[src/rtl/cp0_exc_unit_pkg.sv]
// Shared CP0 definitions: register numbers, exception codes and field positions.
// Optional timer registers are enabled with CP0_TIMER_EN.
package cp0_exc_unit_pkg;

    typedef enum logic [4:0] {
        RegCount   = 5'd9,
        RegCompare = 5'd11,
        RegSr      = 5'd12,
        RegCause   = 5'd13,
        RegEpc     = 5'd14,
        RegPrid    = 5'd15
    } cp0_reg_e;

    typedef enum logic [4:0] {
        ExcInt  = 5'd0,
        ExcAdEL = 5'd4,
        ExcAdES = 5'd5,
        ExcRi   = 5'd10,
        ExcOv   = 5'd12
    } exc_code_e;

    localparam int unsigned ImLsb      = 10;
    localparam int unsigned ImMsb      = 15;
    localparam int unsigned SrExlBit   = 1;
    localparam int unsigned SrIeBit    = 0;
    localparam int unsigned CauseBdBit = 31;
    localparam int unsigned ExcLsb     = 2;
    localparam int unsigned ExcMsb     = 6;

    // Word address of the restart point: a delay-slot instruction restarts at its branch.
    function automatic logic [29:0] epc_target(input logic [29:0] pc_word, input logic bd);
        return bd ? (pc_word - 30'd1) : pc_word;
    endfunction

endpackage

[src/rtl/cp0_exc_unit_if.sv]
// M-stage bus between the pipeline and the CP0 exception unit.
// Shared by both default and CP0_TIMER_EN builds.
interface cp0_exc_unit_if;
    logic        we;
    logic [4:0]  addr_r;
    logic [4:0]  addr_w;
    logic [31:0] din;
    logic [31:0] dout;
    logic [31:0] pc_m;
    logic        bd_m;
    logic [4:0]  exc_code_in;
    logic [5:0]  hw_int;
    logic        eret;
    logic        req;
    logic [31:0] handler_pc;
    logic [31:0] epc_out;

    modport master (
        output we, addr_r, addr_w, din, pc_m, bd_m, exc_code_in, hw_int, eret,
        input  dout, req, handler_pc, epc_out
    );

    modport slave (
        input  we, addr_r, addr_w, din, pc_m, bd_m, exc_code_in, hw_int, eret,
        output dout, req, handler_pc, epc_out
    );
endinterface

[src/rtl/cp0_exc_unit_timer.sv]
// Count/Compare timer with sticky match flag; only built when CP0_TIMER_EN is defined.
`ifdef CP0_TIMER_EN
module cp0_exc_unit_timer (
    input  logic        clk,
    input  logic        reset,
    input  logic        i_wr_count,
    input  logic        i_wr_compare,
    input  logic [31:0] i_din,
    output logic [31:0] o_count,
    output logic [31:0] o_compare,
    output logic        o_pend
);
    logic [31:0] r_count;
    logic [31:0] r_compare;
    logic        r_pend;

    always_ff @(posedge clk) begin
        if (reset) begin
            r_count   <= '0;
            r_compare <= '0;
            r_pend    <= 1'b0;
        end else begin
            r_count <= i_wr_count ? i_din : (r_count + 32'd1);
            if (i_wr_compare) begin
                r_compare <= i_din;
                r_pend    <= 1'b0;
            end else if (r_count == r_compare) begin
                r_pend <= 1'b1;
            end
        end
    end

    assign o_count   = r_count;
    assign o_compare = r_compare;
    assign o_pend    = r_pend;
endmodule
`endif

[src/rtl/cp0_exc_unit.sv]
// CP0 exception/interrupt unit: SR, Cause, EPC, PRId and the M-stage flush request.
// Define CP0_TIMER_EN to add Count/Compare and the timer interrupt on IP[15].
module cp0_exc_unit #(
    parameter logic [31:0] PRID_VAL   = 32'h0000_2019,
    parameter logic [31:0] HANDLER_PC = 32'h0000_4180
) (
    input logic           clk,
    input logic           reset,
    cp0_exc_unit_if.slave bus
);
    import cp0_exc_unit_pkg::*;

    logic [5:0]  r_im;
    logic        r_exl;
    logic        r_ie;
    logic        r_bd;
    logic [5:0]  r_ip;
    logic [4:0]  r_exc;
    logic [31:2] r_epc;

    logic [5:0]  w_int_src;
    logic        w_int_req;
    logic        w_exc_req;
    logic        w_req;
    logic        w_wr;
    logic [31:0] w_count;
    logic [31:0] w_compare;
    logic [31:0] w_dout;
    logic [1:0]  w_unused_pc;

    assign w_unused_pc = bus.pc_m[1:0];

    // A taken exception or an eret owns the edge, so a coincident mtc0 is dropped.
    assign w_wr = bus.we & ~w_req & ~bus.eret;

`ifdef CP0_TIMER_EN
    logic w_timer_pend;

    cp0_exc_unit_timer u_timer (
        .clk          (clk),
        .reset        (reset),
        .i_wr_count   (w_wr && (bus.addr_w == RegCount)),
        .i_wr_compare (w_wr && (bus.addr_w == RegCompare)),
        .i_din        (bus.din),
        .o_count      (w_count),
        .o_compare    (w_compare),
        .o_pend       (w_timer_pend)
    );

    assign w_int_src = {bus.hw_int[5] | w_timer_pend, bus.hw_int[4:0]};
`else
    assign w_count   = '0;
    assign w_compare = '0;
    assign w_int_src = bus.hw_int;
`endif

    assign w_int_req = r_ie & ~r_exl & (|(w_int_src & r_im));
    assign w_exc_req = ~r_exl & (bus.exc_code_in != 5'd0);
    assign w_req     = ~reset & (w_int_req | w_exc_req);

    always_ff @(posedge clk) begin
        if (reset) begin
            r_im  <= '0;
            r_exl <= 1'b0;
            r_ie  <= 1'b0;
            r_bd  <= 1'b0;
            r_ip  <= '0;
            r_exc <= '0;
            r_epc <= '0;
        end else begin
            r_ip <= w_int_src;
            if (w_req) begin
                r_exl <= 1'b1;
                r_bd  <= bus.bd_m;
                r_exc <= w_int_req ? 5'(ExcInt) : bus.exc_code_in;
                r_epc <= epc_target(bus.pc_m[31:2], bus.bd_m);
            end else if (bus.eret) begin
                r_exl <= 1'b0;
            end else if (w_wr) begin
                case (bus.addr_w)
                    RegSr: begin
                        r_im  <= bus.din[ImMsb:ImLsb];
                        r_exl <= bus.din[SrExlBit];
                        r_ie  <= bus.din[SrIeBit];
                    end
                    RegEpc:  r_epc <= bus.din[31:2];
                    default: ;
                endcase
            end
        end
    end

    always_comb begin
        w_dout = '0;
        case (bus.addr_r)
            RegSr: begin
                w_dout[ImMsb:ImLsb] = r_im;
                w_dout[SrExlBit]    = r_exl;
                w_dout[SrIeBit]     = r_ie;
            end
            RegCause: begin
                w_dout[CauseBdBit]    = r_bd;
                w_dout[ImMsb:ImLsb]   = r_ip;
                w_dout[ExcMsb:ExcLsb] = r_exc;
            end
            RegEpc:     w_dout = {r_epc, 2'b00};
            RegPrid:    w_dout = PRID_VAL;
            RegCount:   w_dout = w_count;
            RegCompare: w_dout = w_compare;
            default:    ;
        endcase
    end

    assign bus.dout       = w_dout;
    assign bus.req        = w_req;
    assign bus.handler_pc = HANDLER_PC;
    assign bus.epc_out    = {r_epc, 2'b00};
endmodule
[src/flat_wrapper.sv]
// flat-port wrapper written by rule: the top's interface ports become plain ports
module cp0_exc_unit_flat import cp0_exc_unit_pkg::*;
#(
    parameter logic [31:0] PRID_VAL   = 32'h0000_2019,
    parameter logic [31:0] HANDLER_PC = 32'h0000_4180
)
  (clk, reset, bus_we, bus_addr_r, bus_addr_w, bus_din, bus_pc_m, bus_bd_m, bus_exc_code_in, bus_hw_int, bus_eret, bus_dout, bus_req, bus_handler_pc, bus_epc_out);
  cp0_exc_unit_if bus_i ();
  input logic clk;
  input logic reset;
  input wire logic [$bits(bus_i.we)-1:0] bus_we;
  input wire logic [$bits(bus_i.addr_r)-1:0] bus_addr_r;
  input wire logic [$bits(bus_i.addr_w)-1:0] bus_addr_w;
  input wire logic [$bits(bus_i.din)-1:0] bus_din;
  input wire logic [$bits(bus_i.pc_m)-1:0] bus_pc_m;
  input wire logic [$bits(bus_i.bd_m)-1:0] bus_bd_m;
  input wire logic [$bits(bus_i.exc_code_in)-1:0] bus_exc_code_in;
  input wire logic [$bits(bus_i.hw_int)-1:0] bus_hw_int;
  input wire logic [$bits(bus_i.eret)-1:0] bus_eret;
  output wire logic [$bits(bus_i.dout)-1:0] bus_dout;
  output wire logic [$bits(bus_i.req)-1:0] bus_req;
  output wire logic [$bits(bus_i.handler_pc)-1:0] bus_handler_pc;
  output wire logic [$bits(bus_i.epc_out)-1:0] bus_epc_out;
  assign bus_i.we = bus_we;
  assign bus_i.addr_r = bus_addr_r;
  assign bus_i.addr_w = bus_addr_w;
  assign bus_i.din = bus_din;
  assign bus_i.pc_m = bus_pc_m;
  assign bus_i.bd_m = bus_bd_m;
  assign bus_i.exc_code_in = bus_exc_code_in;
  assign bus_i.hw_int = bus_hw_int;
  assign bus_i.eret = bus_eret;
  assign bus_dout = bus_i.dout;
  assign bus_req = bus_i.req;
  assign bus_handler_pc = bus_i.handler_pc;
  assign bus_epc_out = bus_i.epc_out;
  cp0_exc_unit #(.PRID_VAL(PRID_VAL), .HANDLER_PC(HANDLER_PC)) u_core (.clk(clk), .reset(reset), .bus(bus_i));
endmodule
[config.mk]
export PLATFORM = sky130hd
export DESIGN_NAME = cp0_exc_unit_flat
export DESIGN_NICKNAME = d
export VERILOG_FILES = /design/src/rtl/cp0_exc_unit_pkg.sv /design/src/rtl/cp0_exc_unit_if.sv /design/src/rtl/cp0_exc_unit_timer.sv /design/src/rtl/cp0_exc_unit.sv /design/src/flat_wrapper.sv
export SDC_FILE = /design/constraint.sdc
export NUM_CORES = 1
export LEC_CHECK = 0
export ABC_CLOCK_PERIOD_IN_PS = 5800
export CAP_MARGIN = 15
export CORE_ASPECT_RATIO = 0.75
export CORE_MARGIN = 4
export CORE_UTILIZATION = 25
export CTS_CLUSTER_DIAMETER = 100
export CTS_CLUSTER_SIZE = 40
export DETAILED_ROUTE_END_ITERATION = 16
export PLACE_DENSITY = 0.64
export SLEW_MARGIN = 15
export SYNTH_ARGS = -nofsm -noshare
export SYNTH_HDL_FRONTEND = slang
export SYNTH_SLANG_ARGS = --single-unit
[constraint.sdc]
create_clock -name clk -period 5.8 [get_ports clk]
set_input_delay 0.87 -clock clk [delete_from_list [all_inputs] [get_ports clk]]
set_output_delay 0.87 -clock clk [all_outputs]
set_load 0.1 [all_outputs]
==> metrics.log <==
INFO  metric row_count = 37
INFO  metric grt_util_all_layers = 0.163
INFO  metric synth-edff-count = 0
INFO  metric holdBufCountCts = 0
INFO  metric comb_power_share = 0.407
INFO  metric clock_insertion_delay_worst_skew = around 300 ps
INFO  metric antenna_found_initial = 1
INFO  metric vias_post_dr = 4008
INFO  metric power.sequential.fraction = 0.317
INFO  metric maxCapViolCount = 0
INFO  metric die_x = between 100 and 150 um
INFO  metric fp.coreArea = ~14000 um2
INFO  metric antenna_violating_nets_post_route = 0
INFO  metric nFillCells = around 1400
INFO  metric synth_top_cells_by_area = sky130_fd_sc_hd__dfxtp_1 27%, sky130_fd_sc_hd__buf_4 7.0%, sky130_fd_sc_hd__a2111oi_0 5.7%
INFO  metric detail_route.wirelength = between 10000 and 15000 um
INFO  metric design.die.area = 16600 um2
INFO  metric post_synth.cell_area_avg = a little over 8 um2
INFO  metric power_density = ~230 nW/um2
INFO  metric clock_skew = roughly 12 ps
INFO  metric synthDistinctLibCells = 53
INFO  metric synthFlopType = sky130_fd_sc_hd__dfxtp_1
INFO  metric slew_headroom = 0.317
INFO  metric detailedRoute.firstPassIterationCount = 5
INFO  metric place.gp.congestion = roughly 0.84
INFO  metric ys_ff_latch = 50
INFO  metric grt_overflow_total = 0
INFO  metric cp.arrival = between 3000 and 4000 ps
INFO  metric drv_slew = 0
INFO  metric wire_per_inst = ~19 um
INFO  metric grt_start_max_net_pins = 30
INFO  metric start_util = 0.261
INFO  metric final_cycle_share = 0.723
INFO  metric insertedDiodeCount = 0
INFO  metric netlist_instances = about 440
INFO  metric cts_buffer_depth = 2
INFO  metric synth_top_area_cell = sky130_fd_sc_hd__dfxtp_1
INFO  metric via_per_inst = 5.20
INFO  metric finalSetupViolations = 0
INFO  metric leakage = between 1.5 and 2 nW
INFO  metric final_area = approximately 5300 um2
INFO  metric dp.final_hpwl = around 11000 um
INFO  metric power.switching = between 500 and 600 uW
INFO  metric io_buffer_count = 150
INFO  metric hold_path.class = register to register
INFO  metric postCtsResizedCells = 0
INFO  metric endpoint_kind = primary output
INFO  metric grt_setup_unrepaired = false
INFO  metric synth_top_area_share = 0.274
INFO  metric critical_path_required = slightly below 5000 ps
INFO  metric status = finished, final reports clean
INFO  metric hold_vio_cnt_final = 0
INFO  metric num-nets-final = between 600 and 700
INFO  metric numClockSinks = 50
INFO  metric detail_route.iter0.violations = between 300 and 400
INFO  metric async_reset_ff_frac = 0
INFO  metric final_period_minus_worst_setup_slack = ~4200 ps
INFO  metric yosys_warnings = 0
INFO  metric crit_type = input port to primary output
INFO  metric post-cts-setup-buffer-count = 0
INFO  metric synth.yosys.seq_area_share = 0.274
INFO  metric fin_setup_tns = 0 ps
INFO  metric ioPinCount = approximately 190
INFO  metric max_slew.worst_pin.slew = 1020 ps
INFO  metric clock-root-buffer = sky130_fd_sc_hd__clkbuf_16
INFO  metric drc = 0
INFO  metric clock_slew_at_the_register_clock_pins_of_the_worst_setup_and_hold_paths = ~70 ps
INFO  metric peakVddDrop = 143 uV
INFO  metric dpl-instance-area = between 5000 and 6000 um2
INFO  metric netSwitchingFraction = 0.429
INFO  metric critical_path_peak_fanout = 17
INFO  metric cts_tree = built
INFO  metric first_global_vias = between 3000 and 4000
INFO  metric pwr-share-clk = 0.276
INFO  metric cts_max_level = 2
INFO  metric post_route_cells_drive_above_1_share = 0.104
INFO  metric fmax = approximately 240 MHz
INFO  metric netlist_area = around 3700 um2
INFO  metric global_route_wire_length_before_repair = roughly 22000 um
INFO  metric syn2layout_area_growth = 46.1%
INFO  metric power.internal = approximately 710 uW
INFO  metric cts-buffers-inserted = 5
INFO  metric startpoint_type = input port
INFO  metric floorplan.die.height = approximately 110 um
[power groups by stage]
stage	combinational, mW	clock [mW]	sequential (mW)
3_5_place_dp	0.502	0	0.402
5_1_grt	0.526	0.361	0.398
3_3_place_gp	0.498	0	0.401
4_1_cts	0.503	0.347	0.395
2_1_floorplan	0.228	0	0.540
6_report	0.505	0.343	0.394
[registers in the layout, indices dropped and copies added (netlist names)]
signal and flops:
u_core.r_im 6, u_core.r_exc 5, u_core.r_ie 1, u_core.r_exl 1, u_core.r_bd 1, u_core.r_ip 6
u_core.r_epc 30
[stage by stage]
step	instances	setup slack, ps	utilization	power, mW	hold WS (ps)
after floorplan	476	758	-	0.768	443
after global placement	763	1610	0.368	0.899	461
after detailed placement	763	1590	0.368	0.904	471
after CTS	771	1590	0.380	1.25	487
after global routing	771	1450	0.381	1.29	507
final	771	1600	0.381	1.24	482
[worst max-delay path, cell delays in order]
cell and delay (ps):
sky130_fd_sc_hd__clkdlybuf4s50_1 890, sky130_fd_sc_hd__nand2b_1 210, sky130_fd_sc_hd__nor2_1 60, sky130_fd_sc_hd__nor3_1 120, sky130_fd_sc_hd__clkdlybuf4s50_1 1160
[cell usage after synthesis (all sizes together) (10+ instances only)]
cell and instances:
a2111oi 24, a211oi 13, a21oi 13, a311oi 15, and2 18, and4 24, buf 36, clkbuf 33
dfxtp 50, mux2i 20, nand2 27, nor2 28, nor2b 10, nor4 10, o31ai 16, or3 10
or4 17
[cells by family (layout without fill, tap and decap cells)]
kind of cell	Yosys count	after routing	synth area share
adder cells (fa/ha/maj)	1	1	0.00342
buffers and inverters	75	175	0.114
AO/OA/AOI/OAI	108	108	0.226
AND/OR/NAND/NOR	175	175	0.294
other	2	34	0.00205
XOR/XNOR	12	12	0.0287
multiplexers	21	21	0.0578
flip-flops	50	50	0.274
[cell type report]
cell class / count / area (um2) / share of cell area
Multi-Input combinational cell: 351 / 2390 / 0.448
Timing Repair Buffer: 161 / 1510 / 0.283
Sequential cell: 50 / 1000 / 0.187
Tap cell: 195 / 244 / 0.0457
Clock buffer: 5 / 125 / 0.0234
Clock inverter: 3 / 45.0 / 0.00843
Inverter: 6 / 22.5 / 0.00422
[metal layers]
layer	global-route usage	share of wire	up-vias	wire length [um]
met5	0	0	-	0
met2	0.261	0.46	161	6540
met1	0.219	0.44	1916	6390
met4	0.0410	0.014	0	195
met3	0.0432	0.086	15	1240
li1	-	-	1916	-
[path summary, 6_finish.rpt]
check        depth (start not counted)           start              to  slack, ps
max                                  5   bus_addr_r[0]    bus_dout[13]       1600
min                                  2  u_core.r_im[3]  u_core.r_im[3]        480
max reg2reg                          5  u_core.r_im[5]  u_core.r_im[0]       3630
min reg2reg                          2  u_core.r_im[3]  u_core.r_im[3]        480
[placed cells by master (no fill, tap or decap), types with 9 or more instances in the layout]
master	instances
sky130_fd_sc_hd__clkdlybuf4s50_1	122
sky130_fd_sc_hd__dfxtp_1	50
sky130_fd_sc_hd__buf_4	39
sky130_fd_sc_hd__conb_1	34
sky130_fd_sc_hd__nor2_1	28
sky130_fd_sc_hd__nand2_1	27
sky130_fd_sc_hd__and4_1	24
sky130_fd_sc_hd__a2111oi_0	24
sky130_fd_sc_hd__mux2i_1	20
sky130_fd_sc_hd__and2_1	18
sky130_fd_sc_hd__o31ai_1	16
sky130_fd_sc_hd__a311oi_1	15
sky130_fd_sc_hd__or4_1	14
sky130_fd_sc_hd__a21oi_1	12
sky130_fd_sc_hd__a211oi_1	12
sky130_fd_sc_hd__nor2b_1	10
sky130_fd_sc_hd__nor4_1	9
sky130_fd_sc_hd__or3_1	9
(Power assumes the default switching activity.)
